### src/rtl/mixcolumns_seq.sv
`default_nettype none
// +--------------------------------------------------------------------------+
// | mixcolumns_seq : iterative AES MixColumns, COLS_PER_CYCLE columns/clock,  |
// | valid/ready in and out. Optional InvMixColumns via MIXCOLUMNS_INV_EN.     |
// | Revision: 1.0                                                            |
// +--------------------------------------------------------------------------+
module mixcolumns_seq #(
  parameter int COLS_PER_CYCLE = 1
) (
  input  logic         clk,
  input  logic         reset_n,
`ifdef MIXCOLUMNS_INV_EN
  input  logic         inv,
`endif
  input  logic         in_valid,
  output logic         in_ready,
  input  logic [127:0] in_data,
  output logic         out_valid,
  input  logic         out_ready,
  output logic [127:0] out_data
);

  localparam logic [1:0] c_step     = 2'(COLS_PER_CYCLE);
  localparam logic [1:0] c_last_col = 2'(4 - COLS_PER_CYCLE);

  typedef enum logic [1:0] {
    IDLE = 2'd0,
    BUSY = 2'd1,
    DONE = 2'd2
  } state_e;

  state_e         state_q, state_d;
  logic [1:0]     cnt_q, cnt_d;
  logic [127:0]   data_q, data_d;
  logic           w_inv_sel;

  logic [31:0]    w_mixed [COLS_PER_CYCLE];
  logic [1:0]     w_col   [COLS_PER_CYCLE];

  function automatic logic [7:0] xtime(input logic [7:0] b);
    return {b[6:0], 1'b0} ^ (b[7] ? 8'h1b : 8'h00);
  endfunction

  // Inverse mix = 04/05 pre-conditioning followed by the forward 02/03 matrix.
  function automatic logic [31:0] mix_col(input logic [31:0] col, input logic inv_sel);
    logic [7:0] a0, a1, a2, a3, u, v, t;
    a0 = col[31:24];
    a1 = col[23:16];
    a2 = col[15:8];
    a3 = col[7:0];
    if (inv_sel) begin
      u  = xtime(xtime(a0 ^ a2));
      v  = xtime(xtime(a1 ^ a3));
      a0 = a0 ^ u;
      a1 = a1 ^ v;
      a2 = a2 ^ u;
      a3 = a3 ^ v;
    end
    t = a0 ^ a1 ^ a2 ^ a3;
    return {a0 ^ t ^ xtime(a0 ^ a1),
            a1 ^ t ^ xtime(a1 ^ a2),
            a2 ^ t ^ xtime(a2 ^ a3),
            a3 ^ t ^ xtime(a3 ^ a0)};
  endfunction

`ifdef MIXCOLUMNS_INV_EN
  logic inv_q, inv_d;
  assign w_inv_sel = inv_q;
`else
  assign w_inv_sel = 1'b0;
`endif

  // Column c lives at bit offset 32*(3-c); ~c gives 3-c for a 2-bit index.
  for (genvar j = 0; j < COLS_PER_CYCLE; j++) begin : g_mixer
    assign w_col[j]   = cnt_q + 2'(j);
    assign w_mixed[j] = mix_col(data_q[{~w_col[j], 5'd0} +: 32], w_inv_sel);
  end

  always_comb begin
    state_d   = state_q;
    cnt_d     = cnt_q;
    data_d    = data_q;
`ifdef MIXCOLUMNS_INV_EN
    inv_d     = inv_q;
`endif
    in_ready  = 1'b0;
    out_valid = 1'b0;
    out_data  = '0;
    case (state_q)
      IDLE: begin
        in_ready = 1'b1;
        if (in_valid) begin
          data_d  = in_data;
          cnt_d   = 2'd0;
`ifdef MIXCOLUMNS_INV_EN
          inv_d   = inv;
`endif
          state_d = BUSY;
        end
      end
      BUSY: begin
        for (int j = 0; j < COLS_PER_CYCLE; j++) begin
          data_d[{~w_col[j], 5'd0} +: 32] = w_mixed[j];
        end
        cnt_d = cnt_q + c_step;
        if (cnt_q == c_last_col) begin
          state_d = DONE;
        end
      end
      DONE: begin
        out_valid = 1'b1;
        out_data  = data_q;
        if (out_ready) begin
          state_d = IDLE;
          cnt_d   = 2'd0;
        end
      end
      default: state_d = IDLE;
    endcase
  end

  always_ff @(posedge clk or negedge reset_n) begin
    if (!reset_n) begin
      state_q <= IDLE;
      cnt_q   <= 2'd0;
      data_q  <= '0;
`ifdef MIXCOLUMNS_INV_EN
      inv_q   <= 1'b0;
`endif
    end else begin
      state_q <= state_d;
      cnt_q   <= cnt_d;
      data_q  <= data_d;
`ifdef MIXCOLUMNS_INV_EN
      inv_q   <= inv_d;
`endif
    end
  end

endmodule
`default_nettype wire

### config.mk
export PLATFORM = sky130hd
export DESIGN_NAME = mixcolumns_seq
export DESIGN_NICKNAME = d
export VERILOG_FILES = /design/src/rtl/mixcolumns_seq.sv
export SDC_FILE = /design/constraint.sdc
export NUM_CORES = 1
export LEC_CHECK = 0
export ABC_AREA = 1
export CAP_MARGIN = 20
export CORE_MARGIN = 2
export CORE_UTILIZATION = 46
export DETAILED_ROUTE_END_ITERATION = 8
export GPL_TIMING_DRIVEN = 0
export PLACE_DENSITY = 0.88
export RECOVER_POWER = 25
export SYNTH_ARGS = -nofsm -noshare
export SYNTH_HDL_FRONTEND = slang
export SYNTH_SLANG_ARGS = --single-unit
### constraint.sdc
create_clock -name clk -period 2.4 [get_ports clk]
set_input_delay 0.72 -clock clk [delete_from_list [all_inputs] [get_ports clk]]
set_output_delay 0.72 -clock clk [all_outputs]
set_load 0.01 [all_outputs]
# After elaboration in Yosys (flattened, before gate mapping)
# Cells that the tools add are included.
# Widths: inputs -> output; s select.
word_totals:
  register_bits: 132
  word_cells: 55
  out_inout_bits: 130
classes:
  reduce_logical: 6
  n_addsub: 2
  shifts: 3
  bitwise_logic: 19
  eq_ne: 6
  muxes: 16
op_table:
  columns: ["op", "count"]
  rows:
  - ["$mux 128", 2]
  - ["$pmux 128 s2", 1]
  - ["$bwmux 128", 1]
  - ["$shift 32x9->128 const A", 1]
  - ["$shiftx 128x8->32", 1]
  - ["$shiftx 32x9->128", 1]
  - ["$xor 8x8->8", 14]
  - ["$xor 8x5->8", 4]
  - ["$mux 5", 4]
  - ["$pmux 2 s3", 2]
  - ["$neg 7->9", 1]
  - ["$mux 2", 4]
  - ["$ne 2x2->1 const B", 3]
  - ["$reduce_and 3->1", 2]
  - ["$eq 2x2->1 const B", 2]
  - ["$reduce_bool 3->1", 1]
  - ["$add 2x1->2 const B", 1]
  - ["$eq 2x1->1 const B", 1]
  - ["$logic_not 2->1", 1]
  - ["$mux 1", 2]
  - ["$not 2->2", 1]
  - ["$reduce_and 2->1", 1]
  - ["$reduce_bool 2->1", 1]

# Longest topological paths before layout
# Gate-level depths: netlist of the first run.
depth:
  ltp_word: 10
  ltp_mapped: 16

# Worst setup path before layout of the first run
# No wires, ideal clock.
synth_path:
  path_type: "register -> register"
  startpoint: "register cnt_q[0]"
  endpoint: "register data_q[10]"
  path_slack_ns: -0.213
  period_less_slack_ns: 2.613
  stages_incl_launch_ff: 11
  arrival_time_ns: 2.526
  cell_sequence: "dfrtp_1 buf_6 inv_6 buf_6 clkbuf_1 clkbuf_1 ha_1 nor4_2 clkbuf_1 nand2_1 a22oi_1"
synth_between:
  elab_chain_cells: 10
  word_cells_on_any_way: 29
synth_lines:
  columns: ["item", "line", "source"]
  rows:
  - ["start, declared", "33", "logic [1:0] cnt_q, cnt_d;"]
  - ["start signal, assigned", "132", "cnt_q <= cnt_d;"]
  - ["$not 2->2 *", "76, 103", null]
  - ["$shiftx 128x8->32", "76", "assign w_mixed[j] = mix_col(data_q[{~w_col[j], 5'd0} +: 32], w_inv_sel);"]
  - ["$xor 8x8->8", "59, 60", null]
  - ["$xor 8x8->8 (2 in series)", "59", "t = a0 ^ a1 ^ a2 ^ a3;"]
  - ["$xor 8x8->8, on equally long branches (2 in series)", null, null]
  - ["$shiftx 32x9->128", "103", "data_d[{~w_col[j], 5'd0} +: 32] = w_mixed[j];"]
  - ["$bwmux 128 *", "103", null]
  - ["$pmux 128 s2 *", "89", "case (state_q)"]
  - ["end signal, assigned", "133", "data_q <= data_d;"]
  - ["end, declared", "34", "logic [127:0] data_q, data_d;"]
# Mark *: on every way between the ends. The rest lies on a longest branch, timed or not.
# A chain may end at the register's enable or synchronous reset.

# Final worst setup path of the first run
layout_path:
  startpoint: "register state_q[1]"
  endpoint: "output out_data[93]"
layout_between:
  elab_chain_cells: 2
layout_lines:
  columns: ["item", "line", "source"]
  rows:
  - ["start, declared", "32", "state_e state_q, state_d;"]
  - ["start signal, assigned", "131", "state_q <= state_d;"]
  - ["$eq 2x2->1", "89", null]
  - ["$mux 128", "89", null]
  - ["end, declared", "20", "output logic [127:0] out_data"]
# Every way passes these cells.

==> impl_metrics.json, run 1 <==
{
  "synth_seq_cells": 132,
  "crit_type": "flop to output pin",
  "synth_top_family_by_area": "simple AND/OR/NAND/NOR gates",
  "yosysWarnings": 0,
  "cp_common_cell": "nor2_4",
  "grt_use_total": 0.4910,
  "ant_nets": 0,
  "vias": 15570,
  "critical_path_required_ns": 1.68,
  "crit_arrival_ns": 2.00,
  "max_stage_delay_ns": 0.39,
  "dp_hpwl_um": 43520,
  "maxSlewViolCount": 59,
  "synth.mux.area_fraction": 0,
  "worstReg2RegEnd": "data_q[79]$_DFFE_PN0P_",
  "failed_checks": "capacitance limit, slew limit, setup timing",
  "worst_pin_slew_ns": 1.792,
  "fmax_mhz": 367.9,
  "dieArea_um2": 23980,
  "synth_fa_ha_area_frac": 0.004781,
  "setup_viol": 184,
  "fin_ws_ns": -0.3179,
  "route.detailed.drc": 0,
  "place_inst": 2304,
  "clock_latency_ns": 0.45,
  "syn_to_final_growth_pct": 58.83,
  "ioPinCount": 262,
  "final.min_clock_period_ns": 2.718,
  "cts.clk_slew.worst_paths_ns": 0.07,
  "fin_nets": 2263,
  "dieHeight_um": 154.9,
  "start_util": 0.4652,
  "vias_per_cell": 6.422,
  "crit_path_start_kind": "flop",
  "wire_per_inst_um": 26.48,
  "instances_no_fill": 2425,
  "syn_area_um2": 10470,
  "drv_cap": 1,
  "coreArea_um2": 22500,
  "worst_path_max_delay_cell": "dfrtp_1",
  "critPathCaptureType": "output pin",
  "fin_skew_ns": 0.01693,
  "status": "finished, violations left",
  "synth.distinct_cells": 30,
  "hold_start": "data_q[45]$_DFFE_PN0P_",
  "crit_path_start": "state_q[1]$_DFFE_PN0P_",
  "hold_viol_final": 0,
  "overflow": 0,
  "syn_avg_cell_area_um2": 5.958,
  "reg2reg_from": "state_q[0]$_DFFE_PN0P_",
  "grt_max_degree": 75,
  "synth_compound_area_frac": 0.1441,
  "rsz0062_at_grt": "true",
  "synth-seq-area-share": 0.3155,
  "cp-endpoint": "out_data[93]",
  "syn_nets": 1893,
  "period_share": 1.132,
  "crit_path_cell_trace": "inv_2, nor2_4, inv_6, clkbuf_16, clkbuf_8, buf_4, nor2_4, buf_6",
  "rrSetupSlack_ns": -0.18,
  "grt_pass1_vias": 14020,
  "port_buffers": 261,
  "synth_area_leaders": "dfrtp_1 32%, nand2_1 24%, a21oi_1 9.0%, nor2_1 6.9%, nand3_1 6.9%",
  "r2r_cells": 8,
  "synthCells": 1757,
  "synthXorXnorAreaFrac": 0.001673,
  "cts_inserted_buffers": 17,
  "root_buffer": "clkbuf_16",
  "routed_wl_um": 64210,
  "slew_headroom": -0.1948,
  "rows": 55,
  "holdCritPathClass": "flop to flop",
  "antenna_found_initial": 0,
  "die_w_um": 154.9,
  "cts_tree": "done",
  "htreeDepth": 4,
  "drt_first_pass_iters": 8,
  "clk_path_buf_depth": 2,
  "crit_fanout": 6,
  "synth-simple-area-share": 0.4260,
  "synth_top_cell_by_area": "dfrtp_1",
  "gp_congestion": 1.047,
  "fillers": 1678,
  "clock-sinks": 132,
  "synth_top_cell_area_share": 0.3155,
  "first_iter_violations": 2582,
  "grt_pass1_wl_um": 86370,
  "drive_gt1_frac": 0.2899
}
[worst min-delay path by stage]
stage	to	slack [ns]	cells past startpoint
detailed placement	data_q[36]$_DFFE_PN0P_	0.54	2
CTS	data_q[19]$_DFFE_PN0P_	0.29	1
global route	data_q[62]$_DFFE_PN0P_	0.59	2
finish	data_q[45]$_DFFE_PN0P_	0.57	2
global placement	data_q[36]$_DFFE_PN0P_	0.53	2
floorplan	cnt_q[0]$_DFFE_PN0P_	0.42	0
[Yosys cell counts]
| library cell | count |
|---|---|
| nand2_1 | 670 |
| nor2_1 | 193 |
| a21oi_1 | 189 |
| inv_1 | 156 |
| nand3_1 | 144 |
| dfrtp_1 | 132 |
| a22oi_1 | 67 |
| clkbuf_1 | 67 |
| nand4_1 | 52 |
| buf_2 | 17 |
| nand2_2 | 16 |
| buf_4 | 9 |
| buf_6 | 8 |
| buf_1 | 7 |
| nor2_2 | 5 |
| ha_1 | 4 |
| inv_2 | 3 |
| o21ai_0 | 3 |
| o21ai_2 | 3 |
| nand3b_1 | 2 |
| a21boi_1 | 1 |
| clkinv_1 | 1 |
| inv_6 | 1 |
| nor3_1 | 1 |
| nor3_2 | 1 |
| nor4_2 | 1 |
| o21ai_1 | 1 |
| o22ai_1 | 1 |
| xnor2_1 | 1 |
| xor2_1 | 1 |
[repair_timing]
action / 4_1_cts / 5_1_grt
hold buffers: 0 / 0
setup endpoints to repair: 257 / 256
pin swaps: 7 / 41
gates resized for setup: 847 / 276
setup buffers: 41 / 30
cloned: 15 / 4
endpoints found under the hold margin: 0 / 0
[sequential cells by signal, summed over array words and instances, names as in the netlist]
name and cells:
cnt_q 2, data_q 128, state_q 2
[worst max-delay path, delay by kind of cell (launching register included)]
family,cells,cell delay (ns)
buf+inv,6,0.82
flops,1,0.39
simple gates,2,0.33
[stage by stage]
step / setup WS (ns) / hold WS (ns) / setup TNS (ns) / utilization / instance area (µm²)
floorplan: 0.05890 / 0.4244 / 0 / - / 10480
global placement: -5.050 / 0.5335 / -836.30 / 0.5976 / 13450
detailed placement: -1.112 / 0.5440 / -179.00 / 0.5988 / 13480
CTS: -0.1939 / 0.2941 / -8.527 / 0.6852 / 15420
global route: -0.2791 / 0.5913 / -28.58 / 0.7388 / 16620
finish: -0.3179 / 0.5693 / -28.07 / 0.7389 / 16630
[kinds of logic (layout without fill, tap and decap cells)]
family / after synthesis / count (layout)
AOI/OAI and AO/OA: 265 / 265
DFF: 132 / 132
xor gates and xnor gates: 2 / 2
adders and majority gates: 4 / 4
buffers and inverters: 269 / 651
other: 0 / 1
and+or+nand+nor: 1085 / 1085
[final cells by class]
class,instances,area [µm²],area share
antenna,1,2.502,0.0001505
buffer,107,1094,0.06577
clock buffer,17,425.4,0.02559
clock inverter,14,166.4,0.01001
inverter,161,631.9,0.03800
multi-input combinational,1356,7297,0.4389
sequential,132,3303,0.1987
tap,285,356.6,0.02145
timing repair buffer,352,3351,0.2015
[cell usage in the layout (no fill, tap or decap), types with 18 or more instances in the layout]
master	count
a21oi_1	175
a22oi_1	49
a22oi_2	18
buf_2	97
buf_4	47
buf_6	74
clkbuf_16	40
clkbuf_2	25
clkdlybuf4s50_1	130
dfrtp_1	132
inv_1	149
nand2_1	575
nand2_2	74
nand2_4	37
nand3_1	113
nand3_2	29
nand4_1	52
nor2_1	113
nor2_2	36
nor2_4	49
[routing by layer]
metal,vias up,wire (µm),GRT usage
li1,6401,-,-
met1,7119,22000,0.5937
met2,1583,26700,0.7376
met3,468,9559,0.1866
met4,2,5907,0.3047
met5,-,45,0.01449
Power of run 1 is left out: the tool's default activity adds up to more than one toggle a clock period on the data nets, which glitch-free logic cannot reach.
==> run 2, diff against run 1 <==
--- a/config.mk
+++ b/config.mk
@@ -13,6 +13,7 @@
 export GPL_TIMING_DRIVEN = 0
 export PLACE_DENSITY = 0.88
 export RECOVER_POWER = 25
+export SLEW_MARGIN = 20
 export SYNTH_ARGS = -nofsm -noshare
 export SYNTH_HDL_FRONTEND = slang
 export SYNTH_SLANG_ARGS = --single-unit
==> impl_metrics.json, run 2 (synthesis gave the netlist of run 1 again) <==
{
  "vias": 16120,
  "rsz0062_at_grt": "true",
  "crit_type": "flop to flop",
  "period_share": 1.136,
  "critical_path_required_ns": 2.76,
  "cp_common_cell": "nand2_1",
  "grt_pass1_vias": 14370,
  "grt_max_degree": 75,
  "fin_ws_ns": -0.3261,
  "worst_path_max_delay_cell": "dfrtp_1",
  "coreArea_um2": 22500,
  "antenna_found_initial": 1,
  "holdCritPathClass": "flop to flop",
  "reg2reg_from": "cnt_q[0]$_DFFE_PN0P_",
  "crit_fanout": 10,
  "routed_wl_um": 67690,
  "vias_per_cell": 6.607,
  "port_buffers": 261,
  "route.detailed.drc": 6,
  "failed_checks": "DRC, capacitance limit, slew limit, setup timing",
  "max_stage_delay_ns": 0.42,
  "fin_util": 0.7599,
  "cts.clk_slew.worst_paths_ns": 0.08,
  "htreeDepth": 4,
  "worstHoldPathCells": 2,
  "cts.hold.buffers_added": 0,
  "ant_nets": 0,
  "crit_path_cell_trace": "buf_6, buf_12, buf_6, nand2_1, nand2_1, nand2_1, nand2_1, nand2_1, nand2_1, nand2_1, nand2_1, nand2_1, nand2_1, nor2_4, nand3_1, a21oi_2",
  "ioPinCount": 262,
  "overflow": 0,
  "critical-path-top-delay-family": "simple AND/OR/NAND/NOR gates",
  "crit_arrival_ns": 3.08,
  "clock_latency_ns": 0.45,
  "grt_use_total": 0.5001,
  "first_iter_violations": 2809,
  "maxSlewViolCount": 59,
  "status": "finished, violations left",
  "worstReg2RegEnd": "data_q[100]$_DFFE_PN0P_",
  "fillers": 1546,
  "final.min_clock_period_ns": 2.726,
  "hold_start": "data_q[36]$_DFFE_PN0P_",
  "clock-sinks": 132,
  "cts_tree": "done",
  "wire_per_inst_um": 27.74,
  "pre_cts_ws_ns": -1.112,
  "dieHeight_um": 154.9,
  "cts_inserted_buffers": 17,
  "reg.largest.list": "data_q: 128 flops, cnt_q: 2 flops, state_q: 2 flops",
  "fmax_mhz": 366.8,
  "grt_pass1_wl_um": 88230,
  "final_common_cell": "nand2_1",
  "dp_hpwl_um": 43480,
  "register_area_um2": 3304,
  "n_antenna_cell": 0,
  "r2r_cells": 16,
  "largest-register": "data_q",
  "final_cell_mix": "560 x nand2_1, 174 x a21oi_1, 151 x inv_1",
  "rrSetupSlack_ns": -0.33,
  "drive_gt1_frac": 0.3067,
  "worstHoldEndpoint": "data_q[36]$_DFFE_PN0P_",
  "setup_viol": 229,
  "multi_input_area_um2": 7476,
  "path_buf_inv": 3,
  "crit_path_start_kind": "flop",
  "gp_congestion": 1.047,
  "hold_viol_final": 0,
  "start_util": 0.4652,
  "clk_path_buf_depth": 2,
  "drt_first_pass_iters": 9,
  "largest_reg_flops": 128,
  "dieArea_um2": 23980,
  "rows": 55,
  "syn_to_final_growth_pct": 63.34,
  "critPathCaptureType": "flop",
  "fin_skew_ns": 0.01539,
  "fin_nets": 2279,
  "root_buffer": "clkbuf_16",
  "slew_headroom": -0.1962,
  "worst_pin_slew_ns": 1.794,
  "die_w_um": 154.9,
  "drv_cap": 1
}
[run 2: cell count changes in the layout (fill, tap and decap cells not counted), moves of 9 or more]
cell	delta
nand2_1	-15
a22oi_1	-9
buf_2	-13
buf_6	+16
a22oi_2	+9
nand3_1	-11
[run 2: how the worst max path moves through the flow]
stage / from / end / slack, ns / cells after the start
floorplan: cnt_q[0]$_DFFE_PN0P_ / data_q[16]$_DFFE_PN0P_ / 0.06 / 10
global placement: reset_n / data_q[71]$_DFFE_PN0P_ / -5.05 / 1
detailed placement: cnt_q[0]$_DFFE_PN0P_ / data_q[18]$_DFFE_PN0P_ / -1.11 / 10
CTS: state_q[1]$_DFFE_PN0P_ / out_data[30] / -0.18 / 8
global route: cnt_q[0]$_DFFE_PN0P_ / data_q[100]$_DFFE_PN0P_ / -0.42 / 17
finish: cnt_q[0]$_DFFE_PN0P_ / data_q[100]$_DFFE_PN0P_ / -0.33 / 16
[run 2: cell type report]
class	count	area share
inverter	161	0.03666
timing repair buffer	367	0.2120
clock inverter	14	0.01105
tap	285	0.02085
sequential	132	0.1932
clock buffer	17	0.02488
buffer	108	0.06417
multi-input combinational	1356	0.4372
[run 2: stage by stage]
step / cell area, µm² / instances / setup TNS (ns) / hold slack (ns)
4_1_cts: 15550 / 2397 / -10.70 / 0.2458
5_1_grt: 17100 / 2440 / -35.68 / 0.5871
6_report: 17100 / 2440 / -35.30 / 0.5579
2_1_floorplan: 10480 / 1757 / 0 / 0.4244
3_5_place_dp: 13480 / 2304 / -182.07 / 0.5435
3_3_place_gp: 13450 / 2303 / -836.30 / 0.5335
[run 2: worst min-delay path: stages, from the launching register on]
cell     delay [ns]
dfrtp_1        0.36
nor2_1         0.06
a21oi_1        0.10
[run 2: what timing repair did]
action / in CTS / in global routing
pin swaps: 5 / 74
endpoints found under the setup margin: 257 / 260
cloned: 15 / 9
setup buffers: 47 / 37
gates resized for setup: 836 / 325
[run 2: routing by layer]
layer | vias to the layer above | global-route usage | share of wire
li1 | 6435 | - | -
met1 | 7374 | 0.6010 | 0.33
met2 | 1725 | 0.7733 | 0.41
met3 | 580 | 0.1833 | 0.15
met4 | 6 | 0.2879 | 0.10
met5 | - | 0 | 0.00096
Power of run 2 is left out for the same reason.
==> RTL change: new RTL, flow settings as in run 1 <==
Reset style: synchronous (`reset_n`), changed in one clocked block.
--- a/src/rtl/mixcolumns_seq.sv
+++ b/src/rtl/mixcolumns_seq.sv
@@ -119,7 +119,7 @@
     endcase
   end
 
-  always_ff @(posedge clk or negedge reset_n) begin
+  always_ff @(posedge clk) begin
     if (!reset_n) begin
       state_q <= IDLE;
       cnt_q   <= 2'd0;
Check against the original RTL: differs if reset_n is asserted again (counterexample within 4 cycles, from zero or initial values and one cycle with reset_n low); with reset_n held inactive, the same outputs for 4 cycles.
==> RTL change against run 1 <==
  * The flow finishes with violations (setup timing)
  * Area after synthesis decreased by 3.2%
  * Setup slack gained 0.21 ns
  * Fmax is 8.5% higher
  * Register-to-register slack gained 0.08 ns
  * Non-clock buffer count decreased by 57
  * Wire length shrank 12%
  * Sequential cell count unchanged
  * Cell area down 14%
  * Via count decreased by 7.8%
  * Worst hold slack worse by 0.0012 ns
  * Largest cell class unchanged
==> RTL change: results (changes against run 1) <==
stage,metric,value,unit,change
final_layout,multi_input_area_share,0.480,,was 0.439
drt,first_pass_iters,7,,was 8
placement,port_buffers,260,,was 261
final_layout,drive_above_1_share,0.203,,was 0.290
yosys,synth_compound_area_frac,0.193,,was 0.144
yosys,synth_fp_nets,1939,,was 1893
placement,post-dp-hpwl,42.7,mm,was 43.5 mm
run_status,violations,setup timing,,"was capacitance limit, slew limit, setup timing"
drt,viasPerCell,5.99,,was 6.42
setup_path,cp.arrival,1.79,ns,was 2.00 ns
global_routing,grt_max_degree,17,,was 75
run_status,status,finished with violations,,unchanged
yosys,avgSynthCellArea,5.62,µm²,was 5.96 µm²
yosys,ys_async_sr_fraction,0,,was 1.00
yosys,synthXorXnorAreaFrac,0.0133,,was 0.00167
timing,worst_pin_slew,1.04,ns,was 1.79 ns
placement,dp_slack,-1.08,ns,was -1.11 ns
placement,gp_congestion,1.07,,was 1.05
global_routing,grt_first_pass_wirelength,80.8,mm,was 86.4 mm
global_routing,grt_pass1_vias,13600,,was 14000
final_layout,n_clock_buffer,18,,was 17
yosys,seq_area_frac_synth,0.261,,was 0.316
final_layout,nFlopsAndLatches,132,,unchanged
final_layout,nNonClkInverters,175,,was 161
yosys,synthAdderAreaFrac,0.00494,,was 0.00478
final_layout,final_cells,2398,,was 2425
timing,fin_ws,-0.105,ns,was -0.318 ns
timing,skew,0.0143,ns,was 0.0169 ns
setup_path,path_max_fanout,10,,was 6
final_layout,regArea,2650,µm²,was 3300 µm²
final_layout,antenna_cells,0,,was 1
timing,setup_viol,31,,was 184
final_layout,nets,2241,,was 2263
yosys,ys_top_cells_by_count,"nand2_1, a21oi_1, inv_1",,"was nand2_1, nor2_1, a21oi_1"
drt,drt-total-wl,56.3,mm,was 64.2 mm
==> RTL change: through the flow <==
step	area, µm²	TNS, ns	hold WS [ns]
CTS	13800	-0.900	0.561
floorplan	10100	0	0.525
finish	14300	-1.67	0.568
global placement	13100	-160.57	0.548
detailed placement	13100	-163.47	0.543
global route	14300	-3.96	0.582
==> RTL change: report_power, final <==
part | switching (mW) | internal (mW)
Clock | 1.24 | 1.46
Combinational | 5.74 | 2.50
Sequential | 0.483 | 2.61
==> RTL change: worst max-delay path, stage by stage, from the launching register on <==
cell       delay (ns)
dfxtp_2          0.37
nor2_4           0.16
inv_4            0.09
clkbuf_16        0.18
buf_12           0.13
clkbuf_16        0.16
nor2_1           0.10
buf_2            0.14
==> RTL change: worst paths after layout <==
path,start,endpoint,depth (start not counted),slack [ns]
max,state_q[0],out_data[88],7,-0.11
min,data_q[9],data_q[9],2,0.57
max reg2reg,cnt_q[0],data_q[47],11,-0.10
min reg2reg,data_q[9],data_q[9],2,0.57
